File: src/rtl/alu4_result_queue_if.sv
// Result-queue handshake bundle: producer side (in_*) and consumer side (out_*).
// master = environment driving pushes and pops; slave = the queue itself.
//   in_valid/in_result/in_carry : producer -> queue
//   in_ready                    : queue -> producer
//   out_valid/out_result/out_carry/out_zero : queue -> consumer
//   out_ready                   : consumer -> queue
interface alu4_result_queue_if;
  logic       in_valid;
  logic       in_ready;
  logic [3:0] in_result;
  logic       in_carry;
  logic       out_valid;
  logic       out_ready;
  logic [3:0] out_result;
  logic       out_carry;
  logic       out_zero;

  modport master (
    output in_valid, in_result, in_carry, out_ready,
    input  in_ready, out_valid, out_result, out_carry, out_zero
  );

  modport slave (
    input  in_valid, in_result, in_carry, out_ready,
    output in_ready, out_valid, out_result, out_carry, out_zero
  );
endinterface

File: src/rtl/alu4_result_queue.sv
// ALU result queue: circular FIFO of {carry,result} with zero flag, level and
// sticky overflow. Option macro ALU4_RESQ_BYPASS_EN enables empty-queue bypass.
//   clk, rst       : clock, synchronous active-high reset
//   ena            : 0 freezes all state and blocks both handshakes
//   q (slave)      : in_* push handshake, out_* pop handshake and head data
//   level          : stored entries 0..DEPTH
//   overflow_seen  : sticky, set on a push attempt while in_ready is low
module alu4_result_queue #(
  parameter int DEPTH = 4,
  parameter int LW    = 3
) (
  input  logic                clk,
  input  logic                rst,
  input  logic                ena,
  alu4_result_queue_if.slave  q,
  output logic [LW-1:0]       level,
  output logic                overflow_seen
);

  localparam int PW = $clog2(DEPTH);

  logic [4:0]    mem [DEPTH];
  logic [PW-1:0] wr_ptr;
  logic [PW-1:0] rd_ptr;
  logic [LW-1:0] cnt;
  logic          ovf;

  logic          full;
  logic          empty;
  logic          push;
  logic          pop;
  logic          wr_en;
  logic          rd_en;
  logic          byp;
  logic          byp_take;
  logic [4:0]    head;

  assign full  = (cnt == LW'(DEPTH));
  assign empty = (cnt == '0);

  assign q.in_ready = ena && !full;
  assign push       = q.in_valid && q.in_ready;

`ifdef ALU4_RESQ_BYPASS_EN
  // Empty queue: present the incoming entry directly on the head.
  assign byp       = empty && ena && q.in_valid;
  assign byp_take  = byp && q.out_ready;
  assign q.out_valid = ena && (!empty || q.in_valid);
  assign head      = byp ? {q.in_carry, q.in_result}
                         : mem[rd_ptr];
`else
  assign byp       = 1'b0;
  assign byp_take  = 1'b0;
  assign q.out_valid = ena && !empty;
  assign head      = mem[rd_ptr];
`endif

  assign pop   = q.out_valid && q.out_ready;

  // A bypassed entry taken in the same cycle never touches storage.
  assign wr_en = push && !byp_take;
  assign rd_en = pop && !byp;

  assign q.out_result = q.out_valid ? head[3:0] : 4'h0;
  assign q.out_carry  = q.out_valid ? head[4]   : 1'b0;
  assign q.out_zero   = q.out_valid && (head[3:0] == 4'h0);

  assign level         = cnt;
  assign overflow_seen = ovf;

  // Storage has no reset; contents are don't-care while empty.
  always_ff @(posedge clk) begin
    if (wr_en) begin
      mem[wr_ptr] <= {q.in_carry, q.in_result};
    end
  end

  always_ff @(posedge clk) begin
    if (rst) begin
      wr_ptr <= '0;
      rd_ptr <= '0;
      cnt    <= '0;
      ovf    <= 1'b0;
    end else begin
      if (wr_en) begin
        wr_ptr <= wr_ptr + 1'b1;
      end
      if (rd_en) begin
        rd_ptr <= rd_ptr + 1'b1;
      end
      unique case ({wr_en, rd_en})
        2'b10:   cnt <= cnt + 1'b1;
        2'b01:   cnt <= cnt - 1'b1;
        default: cnt <= cnt;
      endcase
      if (q.in_valid && ena && !q.in_ready) begin
        ovf <= 1'b1;
      end
    end
  end

endmodule

File: src/flat_wrapper.sv
// flat-port wrapper written by rule: the top's interface ports become plain ports
module alu4_result_queue_flat 
#(
  parameter int DEPTH = 4,
  parameter int LW    = 3
)
  (clk, rst, ena, level, overflow_seen, q_in_valid, q_in_result, q_in_carry, q_out_ready, q_in_ready, q_out_valid, q_out_result, q_out_carry, q_out_zero);
  alu4_result_queue_if q_i ();
  input  logic clk;
  input  logic rst;
  input  logic ena;
  output logic [LW-1:0] level;
  output logic overflow_seen;
  input wire logic [$bits(q_i.in_valid)-1:0] q_in_valid;
  input wire logic [$bits(q_i.in_result)-1:0] q_in_result;
  input wire logic [$bits(q_i.in_carry)-1:0] q_in_carry;
  input wire logic [$bits(q_i.out_ready)-1:0] q_out_ready;
  output wire logic [$bits(q_i.in_ready)-1:0] q_in_ready;
  output wire logic [$bits(q_i.out_valid)-1:0] q_out_valid;
  output wire logic [$bits(q_i.out_result)-1:0] q_out_result;
  output wire logic [$bits(q_i.out_carry)-1:0] q_out_carry;
  output wire logic [$bits(q_i.out_zero)-1:0] q_out_zero;
  assign q_i.in_valid = q_in_valid;
  assign q_i.in_result = q_in_result;
  assign q_i.in_carry = q_in_carry;
  assign q_i.out_ready = q_out_ready;
  assign q_in_ready = q_i.in_ready;
  assign q_out_valid = q_i.out_valid;
  assign q_out_result = q_i.out_result;
  assign q_out_carry = q_i.out_carry;
  assign q_out_zero = q_i.out_zero;
  alu4_result_queue #(.DEPTH(DEPTH), .LW(LW)) u_core (.clk(clk), .rst(rst), .ena(ena), .q(q_i), .level(level), .overflow_seen(overflow_seen));
endmodule
File: config.mk
export PLATFORM = sky130hd
export DESIGN_NAME = alu4_result_queue_flat
export DESIGN_NICKNAME = d
export VERILOG_FILES = /design/src/rtl/alu4_result_queue_if.sv /design/src/rtl/alu4_result_queue.sv /design/src/flat_wrapper.sv
export SDC_FILE = /design/constraint.sdc
export NUM_CORES = 1
export LEC_CHECK = 0
export ABC_AREA = 1
export BUFFER_PORTS_ARGS = -buffer_cell sky130_fd_sc_hd__buf_2
export CAP_MARGIN = 40
export CORE_MARGIN = 4
export CORE_UTILIZATION = 46
export DETAILED_ROUTE_END_ITERATION = 12
export PLACE_DENSITY_LB_ADDON = 0.3
export SYNTH_ARGS = -nofsm -noshare
export SYNTH_HDL_FRONTEND = slang
export SYNTH_SLANG_ARGS = --single-unit
File: constraint.sdc
create_clock -name clk -period 5.25 [get_ports clk]
set_input_delay 1.05 -clock clk [delete_from_list [all_inputs] [get_ports clk]]
set_output_delay 1.05 -clock clk [all_outputs]
set_load 0.01 [all_outputs]
* Word level (Yosys, flattened, before mapping)
Memory sizes are Yosys's and may differ from the RTL's. A register that Yosys moved wholly into a read port is not among the register bits. Index checks and enable logic that the tools add are counted. W data, S select, Z words.
Cells by class: div/mod/pow operators 0, multiplexer cells 7, shift-type cells 0, $add $sub $neg 4, equality and inequality tests 3, reductions and logical operators 13, magnitude comparators 0, bitwise gates (word level) 0, multiply operators 0
Operators by type and width (count):
- $logic_and A1 B1 Y1 | 7
- $pmux W3 S2 | 1
- $add A2 B1 Y2 const B | 2
- $logic_not A4 Y1 | 1
- $mux W2 | 2
- $mux W4 | 1
- $add A3 B1 Y3 const B | 1
- $eq A3 B3 Y1 const B | 1
- $logic_not A1 Y1 | 3
- $logic_not A3 Y1 | 1
- $mux W1 | 3
- $sub A3 B1 Y3 const B | 1
- $eq A2 B1 Y1 const B | 1
- $eq A2 B2 Y1 const B | 1
- $reduce_bool A2 Y1 | 1
Word-level totals: bits in latches 0, memory bits (read-only) 0, memories 1, bits in writable memories 20, register bits after elaboration 8, output and inout port bits 12
Memories:
- u_core.mem | depth 4, width 5, read ports 1, clocked after Yosys merged registers in 1, write ports 1, RTL line alu4_result_queue.sv:22 | logic [4:0] mem [DEPTH];

* Depth between registers and ports, before layout
depth in word-level cells 6, mapped depth 12

* Least setup slack after synthesis
No wires, ideal clock.
kind input to output, start input port ena, end output port q_out_zero, arrival 1.429 ns, stages on the path 4, slack 2.771 ns, cells stage by stage nand2_2 > inv_2 > nand2_1 > nor2_1
Between the ends: cells in the longest elaborated chain, start to end 2
Ends and longest elaborated chain:
- start: declaration | RTL line flat_wrapper.sv:11 | input logic ena;
- $logic_and A1 B1 Y1 | RTL line alu4_result_queue.sv:54 | assign q.out_valid = ena && !empty;
- net q_out_valid | RTL line flat_wrapper.sv:19 | output wire logic [$bits(q_i.out_valid)-1:0] q_out_valid;
- $logic_and A1 B1 Y1 | RTL line alu4_result_queue.sv:66 | assign q.out_zero = q.out_valid && (head[3:0] == 4'h0);
- end: declaration | RTL line flat_wrapper.sv:22 | output wire logic [$bits(q_i.out_zero)-1:0] q_out_zero;
The timed path passes the listed nets, and every way through them passes these cells.

* Worst setup path after layout
start input port ena, end output port q_out_zero
Between the ends: cells in the longest elaborated chain, start to end 2
Ends and longest elaborated chain (RTL line):
- $logic_and A1 B1 Y1 | alu4_result_queue.sv:54
- $logic_and A1 B1 Y1 | alu4_result_queue.sv:66
No other way between the ends.

==> out/metrics.csv <==
stage,metric,value,unit
outcome,status,"complete, no violations",
timing,final-setup-viol-count,0,
setup_path,cp_data_arrival_time,1.66,ns
global_routing,track_usage,13.5,%
floorplan,core,0.00278,sq mm
global_routing,grt_max_degree,12,
power_and_ir_drop,power_frac_seq,52.6,%
yosys,synth.distinct_cells,20,
power_and_ir_drop,p_leak,0.704,nW
floorplan,dieArea,0.00388,sq mm
floorplan,io_pins,22,
clock_tree,numCtsBuffers,5,
detailed_routing,drtIter0Drc,33,
flow_run,max-cap-violations,0,
setup_path,crit_start,ena,
final_layout,n_antenna_cell,0,
floorplan,fp.dieH,62.3,microns
setup_path,endpoint_kind,primary output,
placement,gp_congestion,0.779,
final_layout,area.growth.synth_to_final,15.3,%
timing,hold_viol,0,
clock_tree,cts_root_buf,clkbuf_4,
setup_path,cp-start-kind,primary input,
yosys,ys_seq_elements,30,
detailed_routing,ant_nets,0,
timing,tns,0,ns
global_routing,grt_pass1_wl,4130,microns
final_layout,seq_area,801,sq um
power_and_ir_drop,power.total,510,uW
detailed_routing,vias_per_cell,4.85,
global_routing,grt_overflow,0,
detailed_routing,drc,0,
final_layout,layout_commonest_cell,nand2_1,
power_and_ir_drop,p_int,386,uW
yosys,synthesis.nets,158,
final_layout,nets,185,
power_and_ir_drop,power.switching,124,uW
timing,rsz0062_at_grt,false,
detailed_routing,vias,974,
power_and_ir_drop,pwr-share-clk,34.2,%
placement,post-place-cells,193,
clock_tree,cts_setup_buffers,0,
detailed_routing,wl_per_cell,12.2,microns
final_layout,drive_gt1_share,22.9,%
power_and_ir_drop,switching_share,24.4,%
floorplan,die_x,62.3,microns
yosys,syn_area_per_cell,9.55,sq um
setup_path,reg2reg_from,u_core.level[2],
clock_tree,ctsResizeCount,0,
floorplan,num_rows,19,
timing,period_share,51.6,%
timing,relSlewSlack,65.2,%
global_routing,antenna_found_initial,0,
final_layout,fill_cells,258,
detailed_routing,first_pass_iters,4,
placement,dpl.hpwl,1840,microns
placement,io_buffers,21,
final_layout,multi_input_area,452,sq um
detailed_routing,drt_wl_total,2440,microns
timing,fin_crit,2.71,ns
clock_tree,htree_levels,2,
yosys,syn-cell-area,0.00136,sq mm
timing,fmax,369,MHz
timing,worstMarginPinSlew,0.520,ns
yosys,ys_seq_area_share,59.0,%
setup_path,crit_required,4.20,ns
power_and_ir_drop,pwr-share-comb,13.2,%
clock_tree,holdBufCountCts,0,
clock_tree,clk_latency,0.31,ns
worst_hold_path,hold_class,reg2reg,
clock_tree,cts_tree,yes,
setup_path,cp_max_fo,6,
clock_tree,clkSinkCount,30,
global_routing,grt_pass1_vias,939,
power_and_ir_drop,vdd_drop_max,0.228,mV
worst_hold_path,min_from,u_core.overflow_seen,
floorplan,start_util,48.8,%
power_and_ir_drop,p_per_area,326,mW/mm^2
clock_tree,clock_path_buffers,2,
timing,final_max_slew_viol_count,0,
yosys,yosysWarnings,0,
timing,fin_skew,0.00542,ns
final_layout,layoutNonFillerInstCount,201,
final_layout,final_cell_mix,"nand2_1 (28), nor2_1 (21), buf_2 (21)",
yosys,netlist_instances,142,
setup_path,criticalPathCategory,in2out,
clock_tree,cts.clk_slew.worst_paths,0.08,ns
[cell families (layout without fill, tap and decap cells)]
group           after synthesis  after routing  share of synthesized area, %
buf+inv                      25             53                          7.66
simple gates                 69             69                          22.6
compound gates               12             12                          4.61
fa+ha+maj                     6              6                          6.09
flops                        30             30                          59.0
[power groups by stage]
stage | combinational, mW | clock [mW] | sequential, mW
after floorplan | 0.0461 | 0 | 0.273
after global placement | 0.0658 | 0 | 0.273
after detailed placement | 0.0679 | 0 | 0.274
after CTS | 0.0682 | 0.178 | 0.268
after global routing | 0.0775 | 0.190 | 0.270
final | 0.0673 | 0.174 | 0.268
[sequential cells by signal, summed over array words and instances (netlist names), named ones only]
name,flops
u_core.level,3
u_core.mem,20
u_core.overflow_seen,1
u_core.rd_ptr,2
u_core.wr_ptr,2
[critical path: stages]
cell and delay, ns:
buf_2 0.14, nand2_2 0.13, inv_2 0.07, nand2_1 0.05, nor2_1 0.08, buf_2 0.13
[area by class of cell]
type,instances,share of cell area (%)
flip-flops and latches,30,51.2
inverters,24,5.92
repair buffers,21,6.72
clock buffers,7,2.88
clock inverters,1,1.92
multi-input cells,87,28.9
well taps,31,2.48
[synth_stat cells]
master | instances | share of area, %
nand3_2 | 2 | 1.5
ha_1 | 5 | 4.6
buf_6 | 1 | 0.83
nand3_1 | 12 | 4.4
edfxtp_1 | 20 | 44
o21a_1 | 1 | 0.55
o21ai_1 | 4 | 1.5
fa_1 | 1 | 1.5
or2_1 | 1 | 0.46
nor2_1 | 21 | 5.8
nand2_4 | 1 | 0.83
nand4_1 | 2 | 0.92
dfxtp_1 | 10 | 15
o21ai_0 | 2 | 0.74
clkinv_2 | 2 | 0.74
inv_1 | 17 | 4.7
inv_2 | 5 | 1.4
nand2_2 | 2 | 0.92
nand2_1 | 28 | 7.7
a21oi_1 | 5 | 1.8
[path summary, 6_finish.rpt]
| check | endpoint | slack, ns | depth (start not counted) |
|---|---|---|---|
| worst min register to register | u_core.overflow_seen | 0.48 | 1 |
| worst min-delay path | u_core.overflow_seen | 0.48 | 1 |
| worst max-delay path | q_out_zero | 2.54 | 6 |
| worst max register to register | u_core.level[2] | 3.35 | 12 |
[metrics by stage]
stage	hold slack [ns]	setup slack, ns	area (sq um)	util [%]
after floorplan	0.443	2.77	1360	-
after detailed placement	0.462	2.54	1490	53.5
final	0.478	2.54	1560	56.2
after global routing	0.501	2.45	1560	56.2
after CTS	0.485	2.54	1560	56.2
after global placement	0.442	2.56	1490	53.5
[routing by layer]
| layer | vias up | wire length, microns | GRT usage [%] |
|---|---|---|---|
| li1 | 507 | - | - |
| met1 | 449 | 1110 | 16.1 |
| met2 | 16 | 1200 | 21.8 |
| met3 | 2 | 103 | 5.05 |
| met4 | 0 | 25 | 5.57 |
| met5 | - | 0 | 0 |
Power figures use the tool's default switching activity.
